### src/rtl/cpu_pkg.sv
// Shared CPU definitions: fetch FSM encoding, PC increment and default datapath widths.
package cpu_pkg;

  localparam int ADDR_W_DEF = 32;
  localparam int DATA_W_DEF = 32;

  localparam logic [31:0] PC_INC = 32'd4;

  typedef enum logic [1:0] {
    FS_IDLE  = 2'd0,
    FS_REQ   = 2'd1,
    FS_WAIT  = 2'd2,
    FS_FLUSH = 2'd3
  } fetch_state_t;

endpackage

### src/rtl/fetch_fifo.sv
// Small synchronous FIFO holding fetched {address, instruction} pairs for decode.
module fetch_fifo #(
  parameter int W     = 64,
  parameter int DEPTH = 2,
  localparam int PTR_W = $clog2(DEPTH),
  localparam int CNT_W = $clog2(DEPTH) + 1
) (
  input  logic             clk,
  input  logic             rst,
  input  logic             push,
  input  logic [W-1:0]     push_data,
  input  logic             pop,
  input  logic             clear,
  output logic [W-1:0]     head,
  output logic [CNT_W-1:0] count,
  output logic             full,
  output logic             empty
);

  logic [W-1:0]     mem [DEPTH];
  logic [PTR_W-1:0] wr_ptr;
  logic [PTR_W-1:0] rd_ptr;
  logic             do_push;
  logic             do_pop;

  assign empty   = (count == '0);
  assign full    = (count == CNT_W'(DEPTH));
  assign do_pop  = pop & ~empty;
  assign do_push = push & (~full | do_pop);
  assign head    = mem[rd_ptr];

  // clear wins over a same-cycle push/pop so a flush always leaves the queue empty
  always_ff @(posedge clk) begin
    if (rst || clear) begin
      wr_ptr <= '0;
      rd_ptr <= '0;
      count  <= '0;
    end else begin
      if (do_push) wr_ptr <= wr_ptr + PTR_W'(1);
      if (do_pop)  rd_ptr <= rd_ptr + PTR_W'(1);
      count <= count + CNT_W'(do_push) - CNT_W'(do_pop);
    end
  end

  always_ff @(posedge clk) begin
    if (do_push) mem[wr_ptr] <= push_data;
  end

endmodule

### src/rtl/ifetch_ctrl.sv
// Instruction-fetch controller: drives pcreg, issues one outstanding imem read at a time
// and queues fetched words for decode.
module ifetch_ctrl
  import cpu_pkg::*;
#(
  parameter int ADDR_W = ADDR_W_DEF,
  parameter int DATA_W = DATA_W_DEF,
  parameter int DEPTH  = 2
) (
  input  logic              clk,
  input  logic              rst,
  input  logic [ADDR_W-1:0] pc,
  output logic              pc_ena,
  output logic [ADDR_W-1:0] pc_next,
  output logic              imem_req,
  output logic [ADDR_W-1:0] imem_addr,
  input  logic              imem_gnt,
  input  logic              imem_rvalid,
  input  logic [DATA_W-1:0] imem_rdata,
  input  logic              redirect,
  input  logic [ADDR_W-1:0] redirect_pc,
  output logic              inst_valid,
  output logic [DATA_W-1:0] inst,
  output logic [ADDR_W-1:0] inst_pc,
  input  logic              inst_ready
);

  localparam int CNT_W = $clog2(DEPTH) + 1;
  localparam int W     = ADDR_W + DATA_W;

  // Handshakes: imem grant fires when imem_req & imem_gnt; a response is accepted when
  // imem_rvalid is seen in WAIT/FLUSH; decode takes the head when inst_valid & inst_ready.
  fetch_state_t     state;
  logic [ADDR_W-1:0] grant_addr;

  logic             gnt_fire;
  logic             push;
  logic             pop;
  logic             space;
  logic [CNT_W-1:0] count;
  logic [CNT_W-1:0] count_after;
  logic             full;
  logic             empty;
  logic [W-1:0]     head;

  assign imem_req  = (state == FS_REQ) & ~rst;
  assign imem_addr = imem_req ? pc : '0;
  assign gnt_fire  = imem_req & imem_gnt;
  assign pc_ena    = ~rst & (redirect | gnt_fire);

  always_comb begin
    pc_next = '0;
    if (pc_ena) pc_next = redirect ? redirect_pc : pc + ADDR_W'(PC_INC);
  end

  assign pop         = inst_valid & inst_ready;
  assign push        = (state == FS_WAIT) & imem_rvalid & ~redirect & (~full | pop);
  assign space       = (count < CNT_W'(DEPTH));
  assign count_after = count + CNT_W'(push) - CNT_W'(pop);

  assign inst_valid = ~empty;
  assign inst       = empty ? '0 : head[DATA_W-1:0];
  assign inst_pc    = empty ? '0 : head[W-1:DATA_W];

  fetch_fifo #(
    .W     (W),
    .DEPTH (DEPTH)
  ) u_fifo (
    .clk       (clk),
    .rst       (rst),
    .push      (push),
    .push_data ({grant_addr, imem_rdata}),
    .pop       (pop),
    .clear     (redirect),
    .head      (head),
    .count     (count),
    .full      (full),
    .empty     (empty)
  );

  always_ff @(posedge clk) begin
    if (rst) begin
      state      <= FS_IDLE;
      grant_addr <= '0;
    end else begin
      if (gnt_fire) grant_addr <= pc;
      unique case (state)
        FS_IDLE: begin
          if (redirect || space) state <= FS_REQ;
        end
        FS_REQ: begin
          // a grant in the redirect cycle leaves a stale response in flight
          if (gnt_fire) state <= redirect ? FS_FLUSH : FS_WAIT;
        end
        FS_WAIT: begin
          if (redirect) state <= imem_rvalid ? FS_REQ : FS_FLUSH;
          else if (imem_rvalid) state <= (count_after < CNT_W'(DEPTH)) ? FS_REQ : FS_IDLE;
        end
        FS_FLUSH: begin
          // the stale response retires here even if another redirect lands on it
          if (imem_rvalid) state <= FS_REQ;
        end
        default: state <= FS_IDLE;
      endcase
    end
  end

endmodule
### config.mk
export PLATFORM = sky130hd
export DESIGN_NAME = ifetch_ctrl
export DESIGN_NICKNAME = d
export VERILOG_FILES = /design/src/rtl/cpu_pkg.sv /design/src/rtl/fetch_fifo.sv /design/src/rtl/ifetch_ctrl.sv
export SDC_FILE = /design/constraint.sdc
export NUM_CORES = 1
export LEC_CHECK = 0
export ABC_AREA = 1
export BUFFER_PORTS_ARGS = -buffer_cell sky130_fd_sc_hd__buf_2
export CORE_MARGIN = 4
export CORE_UTILIZATION = 52
export DETAILED_ROUTE_END_ITERATION = 6
export PLACE_DENSITY = 0.8
export SLEW_MARGIN = 20
export SYNTH_ARGS = -nofsm -noshare
export SYNTH_HDL_FRONTEND = slang
export SYNTH_SLANG_ARGS = --single-unit
### constraint.sdc
create_clock -name clk -period 4.6 [get_ports clk]
set_input_delay 0.69 -clock clk [delete_from_list [all_inputs] [get_ports clk]]
set_output_delay 0.69 -clock clk [all_outputs]
set_load 0.1 [all_outputs]
# ---- Yosys cells after proc, flatten, opt, wreduce, memory -nomap -nowiden
# Memories as Yosys holds them, arrays and structs flattened. A register that Yosys moved wholly into a read port is not among the register bits.
# Cells that the tools add are included.
dict set report word_totals {
  reg_bits 38
  ram_bits 128
  input_bits 102
  out_inout_bits 131
  elab_cells 62
  mem_count 1
}
# memory depth word_bits rd rd_ports_with_merged_regs wr line_no
set mem_list {}
lappend mem_list {u_fifo.mem 2 64 1 1 1 fetch_fifo.sv:20} ;# logic [W-1:0] mem [DEPTH];
dict set report classes {
  n_addsub 7
  magnitude_cmp 2
  n_eq_ne 8
  n_mux 18
  bitwise_logic 16
  reduce_logical 5
}
# cell n
set ops {}
lappend ops {{two-way mux 32 bit} 5}
lappend ops {{adder 32 x 3 -> 32 bit, second input constant} 1}
lappend ops {{two-way mux 2 bit} 6}
lappend ops {{AND 1 bit} 9}
lappend ops {{case mux 2 bit (4 select lines)} 1}
lappend ops {{equality test 2 bit, second input constant} 3}
lappend ops {{two-way mux 1 bit} 6}
lappend ops {{!= test 2 bit, second input constant} 3}
lappend ops {{adder 2 x 1 -> 2 bit} 2}
lappend ops {{logical NOT 2 bit} 2}
lappend ops {{less-than comparator 2 bit, second input constant} 2}
lappend ops {{inverter 1 bit} 4}
lappend ops {{AND reduction 4 bit} 1}
lappend ops {{subtractor 2 x 1 -> 2 bit} 2}
lappend ops {{!= test 3 bit, second input constant} 1}
lappend ops {{bitwise OR 1 bit} 3}
lappend ops {{adder 1 bit, second input constant} 2}
lappend ops {{equality test 2 x 1 -> 1 bit, second input constant} 1}
lappend ops {{logical OR 1 bit} 2}

# ---- Logic depth before layout (Yosys ltp)
dict set report logic_depth {
  word_depth 12
  mapped_depth 11
  ltp_nobuf 10
}

# ---- Cells and area by module
# A second synthesis with hierarchy kept.
dict set report hier_totals {
  hier_cells 956
  area_unflattened_um2 8802.2
}
# mod instances cells_per_inst area_each_um2 seq_area_each_um2
set modules_own_cells {}
lappend modules_own_cells {fetch_fifo 1 241 5198.7 3943.8}
lappend modules_own_cells {ifetch_ctrl 1 715 3603.5 680.7}

# ---- Worst setup path after synthesis
# OpenSTA, ideal clock, no wires.
dict set report synth_path {
  path_type {in2reg}
  startpoint {input port redirect}
  endpoint {memory u_fifo.mem[1][0], enable pin}
  setup_ns 0.488
  arrival_time_ns 3.783
  required_time_ns 4.112
  path_slack_ns 0.329
  stages 4
  path_buffers 1
  path_cell_list {buf_2 > nor2_1 > nand2_1 > nor2_1}
}
dict set report synth_via {
  elab_chain_cells 6
}
# item line_no
set synth_lines {}
lappend synth_lines {{start, declared} ifetch_ctrl.sv:20} ;# input logic redirect,
lappend synth_lines {{inverter 1 bit} ifetch_ctrl.sv:57} ;# assign push = (state == FS_WAIT) & imem_rvalid & ~redirect & (~full | pop);
lappend synth_lines {{AND 1 bit (2 in series)} ifetch_ctrl.sv:57}
lappend synth_lines {{AND 1 bit} fetch_fifo.sv:29} ;# assign do_push = push & (~full | do_pop);
lappend synth_lines {{two-way mux 1 bit} fetch_fifo.sv:46} ;# if (do_push) mem[wr_ptr] <= push_data;
lappend synth_lines {{two-way mux 1 bit (not written as such)} fetch_fifo.sv:46}
lappend synth_lines {{end, declared} fetch_fifo.sv:20}
# No other way between the ends.

# ---- Worst setup path after layout
dict set report layout_path {
  startpoint {input port rst}
  endpoint {output port pc_next[5]}
}
dict set report layout_via {
  elab_chain_cells 6
}
# item line_no
set layout_lines {}
lappend layout_lines {{start, declared} ifetch_ctrl.sv:11} ;# input logic rst,
lappend layout_lines {{inverter 1 bit (*)} {ifetch_ctrl.sv:46, ifetch_ctrl.sv:49}}
lappend layout_lines {{AND 1 bit} ifetch_ctrl.sv:46} ;# assign imem_req = (state == FS_REQ) & ~rst;
lappend layout_lines {{AND 1 bit} ifetch_ctrl.sv:48} ;# assign gnt_fire = imem_req & imem_gnt;
lappend layout_lines {{bitwise OR 1 bit} ifetch_ctrl.sv:49} ;# assign pc_ena = ~rst & (redirect | gnt_fire);
lappend layout_lines {{AND 1 bit (*)} ifetch_ctrl.sv:49}
lappend layout_lines {{two-way mux 32 bit (*)} ifetch_ctrl.sv:53} ;# if (pc_ena) pc_next = redirect ? redirect_pc : pc + ADDR_W'(PC_INC);
lappend layout_lines {{end, declared} ifetch_ctrl.sv:14} ;# output logic [ADDR_W-1:0] pc_next,
# Every way passes the cells marked *; elsewhere a longest branch is shown, timed or not.

==> out/qor.yml <==
outcome:
  status: "finished clean"
sta:
  finalClockSkew_ns: 0.00832
  rsz0062_at_grt: "no"
  max_slew_margin_pct: 31.9
  final_max_slew_viol_count: 0
  fin_hold_ws_ns: 0.452
  fmax_mhz: 300
  worst_slew_pin_slew_ns: 1.02
  fin_setup_tns_ns: 0
  fin_crit_sh_pct: 72.4
  finalHoldViolations: 0
  period_needed_ns: 3.33
  setup_viol_count_final: 0
synth:
  yosysWarningCount: 0
  synth_area_sq_um: 8040
  synth_seq_cells: 167
  synth.avg_cell_area_sq_um: 8.50
  synth_nets: 1056
  ys_seq_area_share_pct: 57.5
  synth_cells: 946
  yosys.cell_types.count: 31
clock_tree:
  clkTransAtPathRegs_ns: 0.07
  cts_max_path_buffers: 2
  ctsHtreeMaxLevel: 4
  post_cts_buffers: 0
  root_buffer: "clkbuf_16"
  tritoncts: "built"
  clock_latency_ns: 0.42
  cts_sinks: 167
  cts_hold_buf: 0
  post_cts_resized: 0
  cts_buffers: 17
job:
  cap_violations: 0
power:
  powerDensity_nw_per_um2: 442
  pwr-share-seq_pct: 39.8
  peakVddDrop_v: 0.000299
  p_leak_nw: 4.55
  clkPwrFrac_pct: 30.8
  internal-power_mw: 2.66
  power.share.switching_pct: 39.1
  comb_power_share_pct: 29.4
  p_sw_mw: 1.71
critical_path:
  crit_family: "buffers and inverters"
  critPathBufInv: 4
  slowest_stage: "buf_2"
  crit_type: "in2out"
  cp_cell_sequence: "buf_2 > nor2_8 > nand2_4 > nand2_4 > inv_2 > nor2_1 > o21ai_0 > inv_1 > buf_2"
  cp-start-kind: "input port"
  max_stage_delay_ns: 0.53
  worst-path-max-fanout: 35
  crit_required_ns: 3.91
  cp.arrival_ns: 2.64
  cp-end-kind: "primary output"
global_route:
  grt_pass1_wl_mm: 33.9
  grt_start_max_net_pins: 65
  grt_pass1_vias: 6912
  antenna_found_initial: 0
  gr-total-overflow: 0
  grt_use_total_pct: 23.9
placed_design:
  postPlaceCellArea_sq_um: 9320
  dp.cells: 1325
  port_buffers: 232
  gp_congestion: 0.925
  dp_hpwl_mm: 15.3
layout:
  nNetsFinal: 1266
  diodes: 0
  layout.cells.non_filler: 1357
  fill_cells: 1341
  final_cell_area_sq_um: 9890
  area_growth_pct: 23.0
  layout-drive-gt1-share_pct: 25.0
  fin_util_pct: 65.1
die:
  start_util_pct: 52.9
  pin_count: 233
  fp.dieH_microns: 132
  design.die.area_sq_um: 17500
  row_count: 45
  fp.dieW_microns: 132
  coreArea_sq_um: 15200
routing:
  ant_nets: 0
  num_vias: 7093
  via_per_inst: 5.23
  drcViolationCount: 0
  dr.pass1.iters: 4
  wl_per_cell_microns: 15.8
  drt_iter0_drc: 453
  drt-total-wl_mm: 21.4
hold_path:
  hold_class: "in2reg"
## per-layer routing
layer  part of all wire (%)  vias to the layer above  GRT usage, %
met4                    3.1                        0          9.47
met1                     42                     3221          30.5
li1                       -                     3505             -
met3                    8.2                       48          6.07
met2                     47                      319          39.1
met5                      0                        -             0
## Yosys cell counts
cell type  instances  area (sq um)
a211oi_1           1          7.51
a21boi_0           1          7.51
a21oi_1          103           515
a31oi_1            1          6.26
buf_1              4          15.0
buf_2             11          55.1
buf_6              3          33.8
clkbuf_1          28           105
clkinv_1           3          11.3
dfxtp_1           39           781
edfxtp_1         128          3840
ha_1               8           100
inv_1             76           285
inv_2              7          26.3
nand2_1          281          1050
nand2_2            1          6.26
nand2_4            3          33.8
nand3_1           69           345
nand3_2            1          10.0
nand4_1            3          18.8
nor2_1           135           507
nor2_2             3          18.8
nor2_4             2          22.5
nor2_8             1          20.0
nor3_1             1          5.00
nor3b_1            2          15.0
o21ai_0           14          70.1
o21ai_1            6          30.0
or2_2              1          6.26
xnor2_1            2          17.5
xor2_1             8          70.1
## worst paths after layout
path,endpoint,slack (ns),cells after the start,start
worst max-delay path,pc_next[5],1.27,9,rst
worst min register to register,u_fifo.mem[1][46],0.46,0,grant_addr[14]
worst max register to register,u_fifo.mem[1][28],2.09,7,state[0]
worst min-delay path,u_fifo.mem[0][10],0.45,1,imem_rdata[10]
## cell usage in the layout (no fill, tap or decap), types with 3 or more instances in the layout
cell type / count
dfxtp_1: 38
buf_2: 232
nand2_1: 281
inv_6: 6
clkinv_1: 3
nand4_1: 3
o21ai_1: 6
a21oi_1: 103
xor2_1: 8
nand2_4: 3
nor2_4: 5
nor2_1: 132
inv_8: 3
nand3_1: 69
ha_1: 8
o21ai_0: 14
inv_1: 76
edfxtp_1: 128
inv_2: 6
nor2_2: 3
clkbuf_16: 18
buf_4: 3
## cells by family (layout without fill, tap and decap cells)
family / count (synthesis) / count (layout) / share of synthesized area (%)
AOI/OAI and AO/OA: 126 / 126 / 7.92
DFF: 167 / 167 / 57.5
adders and majority gates: 8 / 8 / 1.24
and+or+nand+nor: 503 / 503 / 25.6
xor gates and xnor gates: 10 / 10 / 1.09
buffers and inverters: 132 / 355 / 6.61
## power by group through the flow
stage	sequential [mW]	clock [mW]	combinational, mW
after floorplan	1.76	0	1.06
after global placement	1.77	0	1.27
after detailed placement	1.77	0	1.28
after CTS	1.74	1.37	1.29
after global routing	1.75	1.44	1.36
final	1.74	1.35	1.29
## cell type report
type	instances	area (sq um)	area share, %
inverters	86	324	3.28
well taps	188	235	2.38
repair buffers	237	1220	12.4
flip-flops and latches	167	4630	46.8
clock buffers	18	450	4.55
multi-input cells	647	2910	29.4
clock inverters	14	124	1.25
## state kept, by name (all words and copies together) (netlist names), named ones only
name / flops
grant_addr: 32
state: 2
u_fifo.count: 2
u_fifo.mem: 128
u_fifo.rd_ptr: 1
u_fifo.wr_ptr: 1
## per-stage QoR
stage / power, mW / setup slack [ns]
3_5_place_dp: 3.06 / 1.27
6_report: 4.38 / 1.27
2_1_floorplan: 2.82 / 0.329
4_1_cts: 4.40 / 1.26
5_1_grt: 4.55 / 1.09
3_3_place_gp: 3.04 / 1.36
Power figures use the tool's default switching activity.
